==> config.mk <==
export PLATFORM = sky130hd
export DESIGN_NAME = fetch_decode_unit
export DESIGN_NICKNAME = d
export VERILOG_FILES = /design/src/rtl/fdu_pkg.sv /design/src/rtl/fdu_skid_buf.sv /design/src/rtl/fetch_decode_unit.sv
export SDC_FILE = /design/constraint.sdc
export NUM_CORES = 1
export LEC_CHECK = 0
export CAP_MARGIN = 5
export CORE_MARGIN = 4
export CORE_UTILIZATION = 25
export CTS_BUF_LIST = sky130_fd_sc_hd__clkbuf_16
export DETAILED_ROUTE_END_ITERATION = 8
export PLACE_DENSITY = 0.58
export SLEW_MARGIN = 20
export SYNTH_ARGS = -nofsm -noshare
export SYNTH_HDL_FRONTEND = slang
export SYNTH_SLANG_ARGS = --single-unit
==> constraint.sdc <==
create_clock -name clk -period 1.5 [get_ports clk]
set_input_delay 0.3 -clock clk [delete_from_list [all_inputs] [get_ports clk]]
set_output_delay 0.3 -clock clk [all_outputs]
set_load 0.02 [all_outputs]
==> src/rtl/fdu_pkg.sv <==
// Shared decode constants for the fetch/decode unit: instruction field offsets
// as functions of the register-address width, HALT opcode, and opcode classes.
package fdu_pkg;

  localparam logic [3:0] HALT_OP_DEF = 4'hF;
  localparam logic [3:0] OPC_WR_LAST = 4'h7;

  // Layout, MSB first: cond[2] | opcode[4] | rd | rs1 | rs2 | shift[1]
  function automatic int fdu_instr_w(input int ra_w);
    return 7 + 3 * ra_w;
  endfunction

  function automatic int fdu_off_rs2(input int ra_w);
    return (ra_w > 0) ? 1 : 1;
  endfunction

  function automatic int fdu_off_rs1(input int ra_w);
    return 1 + ra_w;
  endfunction

  function automatic int fdu_off_rd(input int ra_w);
    return 1 + 2 * ra_w;
  endfunction

  function automatic int fdu_off_op(input int ra_w);
    return 1 + 3 * ra_w;
  endfunction

  function automatic int fdu_off_cond(input int ra_w);
    return 5 + 3 * ra_w;
  endfunction

  function automatic logic fdu_op_writes_rd(input logic [3:0] op);
    return op <= OPC_WR_LAST;
  endfunction

endpackage

==> src/rtl/fdu_skid_buf.sv <==
// One-entry holding slot for a fetched word and its pc while decode is stalled.
// A flush empties it regardless of push/pop; push wins over pop (refill on drain).
module fdu_skid_buf
  import fdu_pkg::*;
#(
  parameter int DATA_W = fdu_instr_w(3),
  parameter int PC_W   = 4
) (
  input  logic              clk,
  input  logic              rst_n,
  input  logic              i_flush,
  input  logic              i_push,
  input  logic              i_pop,
  input  logic [DATA_W-1:0] i_data,
  input  logic [PC_W-1:0]   i_pc,
  output logic              o_valid,
  output logic [DATA_W-1:0] o_data,
  output logic [PC_W-1:0]   o_pc
);

  logic              r_valid;
  logic [DATA_W-1:0] r_data;
  logic [PC_W-1:0]   r_pc;

  always_ff @(posedge clk or negedge rst_n) begin
    if (!rst_n) begin
      r_valid <= 1'b0;
      r_data  <= '0;
      r_pc    <= '0;
    end else if (i_flush) begin
      r_valid <= 1'b0;
    end else if (i_push) begin
      r_valid <= 1'b1;
      r_data  <= i_data;
      r_pc    <= i_pc;
    end else if (i_pop) begin
      r_valid <= 1'b0;
    end
  end

  assign o_valid = r_valid;
  assign o_data  = r_data;
  assign o_pc    = r_pc;

endmodule

==> src/rtl/fetch_decode_unit.sv <==
// Program counter, synchronous imem fetch and registered decode stage behind a
// valid/ready handshake; stall, redirect/flush and HALT handling.
module fetch_decode_unit
  import fdu_pkg::*;
#(
  parameter int         PC_W    = 4,
  parameter int         RA_W    = 3,
  parameter logic [3:0] HALT_OP = HALT_OP_DEF,
  localparam int        INSTR_W = fdu_instr_w(RA_W)
) (
  input  logic                 clk,
  input  logic                 rst_n,
  output logic [PC_W-1:0]      o_imem_addr,
  output logic                 o_imem_en,
  input  logic [INSTR_W-1:0]   i_imem_rdata,
  input  logic                 i_branch_taken,
  input  logic [PC_W-1:0]      i_branch_target,
  input  logic                 i_dec_ready,
  output logic                 o_dec_valid,
  output logic [PC_W-1:0]      o_dec_pc,
  output logic [1:0]           o_dec_cond,
  output logic [3:0]           o_dec_opcode,
  output logic [RA_W-1:0]      o_dec_rd,
  output logic [RA_W-1:0]      o_dec_rs1,
  output logic [RA_W-1:0]      o_dec_rs2,
  output logic                 o_dec_shift,
  output logic [2**RA_W-1:0]   o_dec_en,
  output logic                 o_halted
);

  localparam int COND_LO = fdu_off_cond(RA_W);
  localparam int OP_LO   = fdu_off_op(RA_W);
  localparam int RD_LO   = fdu_off_rd(RA_W);
  localparam int RS1_LO  = fdu_off_rs1(RA_W);
  localparam int RS2_LO  = fdu_off_rs2(RA_W);
  localparam logic [PC_W-1:0] PC_ONE = {{(PC_W-1){1'b0}}, 1'b1};

  logic [PC_W-1:0]    r_pc, r_f_pc, r_dec_pc;
  logic               r_f_valid, r_dec_valid, r_halted;
  logic [INSTR_W-1:0] r_dec_instr;
  logic [2**RA_W-1:0] r_dec_en;

  logic               w_skid_valid, w_skid_push, w_skid_pop, w_skid_nxt;
  logic [INSTR_W-1:0] w_skid_data, w_src_data;
  logic [PC_W-1:0]    w_skid_pc, w_src_pc;
  logic               w_load, w_src_valid, w_halt_load, w_imem_en, w_flush;
  logic [3:0]         w_src_op;
  logic [RA_W-1:0]    w_src_rd;
  logic [2**RA_W-1:0] w_src_en;

  assign w_load      = !r_dec_valid || i_dec_ready;
  assign w_src_valid = w_skid_valid || r_f_valid;
  assign w_src_data  = w_skid_valid ? w_skid_data : i_imem_rdata;
  assign w_src_pc    = w_skid_valid ? w_skid_pc : r_f_pc;
  assign w_src_op    = w_src_data[OP_LO +: 4];
  assign w_src_rd    = w_src_data[RD_LO +: RA_W];
  assign w_halt_load = w_load && w_src_valid && (w_src_op == HALT_OP) && !i_branch_taken;

  always_comb begin
    w_src_en = '0;
    if (fdu_op_writes_rd(w_src_op)) w_src_en[w_src_rd] = 1'b1;
  end

  // Only issue a read if the word returning next cycle is sure to have a slot.
  assign w_skid_nxt  = w_load ? (w_skid_valid && r_f_valid) : (w_skid_valid || r_f_valid);
  assign w_imem_en   = rst_n && !r_halted && !i_branch_taken && !w_skid_nxt;
  assign w_skid_push = r_f_valid && (!w_load || w_skid_valid);
  assign w_skid_pop  = w_load && w_skid_valid;
  assign w_flush     = i_branch_taken || w_halt_load;

  fdu_skid_buf #(.DATA_W(INSTR_W), .PC_W(PC_W)) u_skid (
    .clk     (clk),
    .rst_n   (rst_n),
    .i_flush (w_flush),
    .i_push  (w_skid_push),
    .i_pop   (w_skid_pop),
    .i_data  (i_imem_rdata),
    .i_pc    (r_f_pc),
    .o_valid (w_skid_valid),
    .o_data  (w_skid_data),
    .o_pc    (w_skid_pc)
  );

  always_ff @(posedge clk or negedge rst_n) begin
    if (!rst_n) begin
      r_pc        <= '0;
      r_f_pc      <= '0;
      r_f_valid   <= 1'b0;
      r_dec_valid <= 1'b0;
      r_dec_pc    <= '0;
      r_dec_instr <= '0;
      r_dec_en    <= '0;
      r_halted    <= 1'b0;
    end else begin
      r_f_pc <= r_pc;
      if (i_branch_taken) begin
        r_pc        <= i_branch_target;
        r_f_valid   <= 1'b0;
        r_dec_valid <= 1'b0;
        r_halted    <= 1'b0;
      end else begin
        if (w_imem_en) r_pc <= r_pc + PC_ONE;
        r_f_valid <= w_imem_en && !w_halt_load;
        if (w_load) begin
          r_dec_valid <= w_src_valid;
          if (w_src_valid) begin
            r_dec_pc    <= w_src_pc;
            r_dec_instr <= w_src_data;
            r_dec_en    <= w_src_en;
          end
        end
        if (w_halt_load) r_halted <= 1'b1;
      end
    end
  end

  assign o_imem_addr  = r_pc;
  assign o_imem_en    = w_imem_en;
  assign o_dec_valid  = r_dec_valid;
  assign o_dec_pc     = r_dec_pc;
  assign o_dec_cond   = r_dec_instr[COND_LO +: 2];
  assign o_dec_opcode = r_dec_instr[OP_LO +: 4];
  assign o_dec_rd     = r_dec_instr[RD_LO +: RA_W];
  assign o_dec_rs1    = r_dec_instr[RS1_LO +: RA_W];
  assign o_dec_rs2    = r_dec_instr[RS2_LO +: RA_W];
  assign o_dec_shift  = r_dec_instr[0];
  assign o_dec_en     = r_dec_en;
  assign o_halted     = r_halted;

endmodule

==> impl_metrics.toml <==
[global_routing]
first_pass_grt_wire_length_um = 11900
grtUsageTotal_pct = 13.2
grt_busiest_layer = "met2"
first_global_vias = 2269
met3_usage_pct = 4.17
globalRouteMet1Util_pct = 17.3
grt_antenna_before_repair = 0
grt_start_max_net_pins = 61
grt_remaining_overflow = 0
use_met2_pct = 20.8

[drt]
routed-via-count = 2103
drt.antenna.violating_nets = 0
wl_per_cell_um = 15.2
detailedRoute.firstPassIterationCount = 4
first_iter_violations = 63
via_per_inst = 4.46
route.detailed.drc = 0
totalWireLength_um = 7190

[synthesis]
netlist-cell-type-count = 37
netlist_area_pre_place_um2 = 2580
yosys.area.top_type = "dfrtp_1"
ys.warnings.count = 0
postSynthCellCount = 228
synth.area.top_cells = "dfrtp_1, mux2_2, mux2i_1"
synthDominantCellAreaShare_pct = 58.1
synth_seq_cells = 60
post_synth_top_flop = "dfrtp_1"
synth-seq-area-share_pct = 58.1
synthesis.nets = 253
synth_edf_count = 0
synth.most_common_cell = "dfrtp_1"
postSynthAreaPerCell_um2 = 11.3
async_flop_share_pct = 100
post_synth_most_frequent_cells = "dfrtp_1, nand2_1, o21ai_0"

[outcome]
violated_checks = "negative setup slack"
outcome = "complete, but fails checks"

[floorplanning]
row_count = 36
core-area_um2 = 9910
count_of_pins_on_the_block_boundary = 59
chipWidth_um = 110
die_area_um2 = 12000
floorplan.initialDensity_pct = 26.1
dieHeight_um = 110

[worst_setup_path]
critPathMaxFanout = 8
criticalPathCategory = "register to register"
critical_path_s_largest_stage_delay_ns = 0.45
worst_setup_path_end_kind = "register"
cp.required_ns = 1.71
critical_path.startpoint_type = "register"
cell_depth_of_the_worst_flop_to_flop_path = 7
worstPathCellList = "buf_6, nand4_1, o21ai_4, a211oi_4, buf_4, buf_12, mux2_4"
worst_ep_arrival_time_ns = 1.98
critical_path.slowest_cell = "dfrtp_2"

[timing]
layout_worst_path_cycle_share_pct = 118
relative_max_transition_margin_pct = 49.0
hold_violations = 0
setup_violations = 47
timing.hold.ws_ns = 0.327
timing_max_transition_violations_final = 0
final_period_minus_worst_setup_slack_ns = 1.78
clock.fmax_ghz = 0.563
grt_setup_unrepaired = "yes"
worst-slew-pin-transition_ns = 0.765
final.setup.worst_slack_ns = -0.275
fin_worst_skew_ns = 0.00639

[clock_tree]
ctsHoldBuffers = 0
cts.clk_slew.worst_paths_ns = 0.06
clkLatencyLatePin_ns = 0.32
tritoncts.num_buffers = 9
clock_tree.root_cell = "clkbuf_16"
clock_sink_count = 60
clk_path_buf_depth = 2
cts_tree = "done"
htree_levels = 3

[place]
post_detailed_placement_half_perimeter_wirelength_um = 4340
gp_congestion = 0.776
detailedPlace.worstSlack_ns = -0.728
io_buffers = 58
place_area_um2 = 3570

[final_layout]
finalNetCount = 360
post-route-cell-area_um2 = 4330
antenna_cells = 0
final_core_utilization_pct = 43.7
layout-drive-gt1-share_pct = 39.8
area.growth.synth_to_final_pct = 67.7
layout_fillers = 969

[power_and_ir_drop]
leakagePower_nw = 1.96
power_density_normalized_to_cell_area_nw_per_um2 = 1200
irDropWorstVdd_mv = 0.424

[job]
cap_violations = 0

[min_path]
timing.hold.worst.class = "input port to async pin"
routing by layer:
metal | wire (um) | vias to the layer above | part of all wire, %
met5 | 0 | - | 0
met4 | 63 | 0 | 0.88
met3 | 342 | 6 | 4.8
met2 | 3380 | 52 | 47
met1 | 3400 | 1019 | 47
li1 | - | 1026 | -
cells by family (layout without fill, tap and decap cells):
logic type	count (synthesis)	in the layout	share of synthesized area (%)
DFF	60	60	58.1
AOI/OAI and AO/OA	47	47	10.7
and+or+nand+nor	65	65	11.6
buffers and inverters	16	127	3.00
muxes	37	37	15.3
adders and majority gates	3	3	1.31
per-stage QoR:
stage	power [mW]	setup TNS (ns)	std cells
floorplan	2.52	-1.13	228
global placement	3.08	-21.46	442
detailed placement	3.11	-22.12	442
CTS	5.21	-8.64	472
global route	5.46	-13.75	472
finish	5.18	-10.41	472
power by group:
part | internal (mW) | switching (mW) | leakage (nW)
sequential | 1.89 | 0.181 | 0.762
combinational | 0.603 | 0.549 | 1.06
clock | 1.26 | 0.701 | 0.138
total | 3.75 | 1.43 | 1.96
registers in the layout, summed over array words and instances, names as in the netlist:
signal          cells
o_dec_pc            4
r_dec_instr        16
o_halted            1
r_f_pc              4
o_dec_valid         1
o_imem_addr         4
u_skid.o_data      16
o_dec_en            8
r_f_valid           1
u_skid.o_valid      1
u_skid.o_pc         4
critical path: cells and delay by family (launching register included):
kind            cells  cell delay [ns]
flops               1             0.45
buf+inv             3             0.43
compound gates      2             0.37
simple gates        1             0.10
mux                 1             0.31
path summary, 6_finish.rpt:
kind / slack (ns) / start / endpoint
max in group asynchronous: 0.65 / rst_n / o_dec_valid
min: 0.33 / rst_n / o_halted
max reg2reg: -0.28 / u_skid.o_valid / u_skid.o_data[1]
min reg2reg: 0.48 / o_imem_addr[2] / r_f_pc[2]
min in group clk: 0.33 / i_dec_ready / o_dec_valid
max: -0.28 / u_skid.o_valid / u_skid.o_data[1]
cells in the final DEF (no fill, tap or decap), types with 4 or more instances in the layout:
| cell | netlist | final |
|---|---|---|
| inv_1 | 5 | 5 |
| nor3_1 | 6 | 6 |
| nand3_1 | 4 | 4 |
| buf_16 | 0 | 6 |
| clkbuf_16 | 0 | 9 |
| nand2_4 | 0 | 4 |
| o21ai_1 | 1 | 21 |
| buf_6 | 1 | 6 |
| mux2_4 | 0 | 20 |
| mux2i_1 | 17 | 16 |
| nand2_2 | 0 | 21 |
| nor2_1 | 9 | 6 |
| nand2_1 | 32 | 7 |
| clkdlybuf4s50_1 | 0 | 21 |
| buf_4 | 2 | 35 |
| dlygate4sd2_1 | 0 | 31 |
| a31oi_1 | 5 | 5 |
| dfrtp_1 | 60 | 58 |
| o21ai_2 | 0 | 6 |
cell type report:
cell class	count	area (um2)	area share, %
clock buffer	9	225	5.20
clock inverter	6	56.3	1.30
inverter	5	18.8	0.433
multi-input combinational	152	1270	29.4
sequential	60	1500	34.7
tap	133	166	3.84
timing repair buffer	107	1090	25.1
what timing repair did:
action / CTS / global route
endpoints found under the setup margin: 83 / 51
gates resized for setup: 130 / 27
setup buffers: 8 / 3
pin swaps: 23 / 7
gates cloned: 7 / 0
Note: power is estimated with default switching activity, not from simulation.
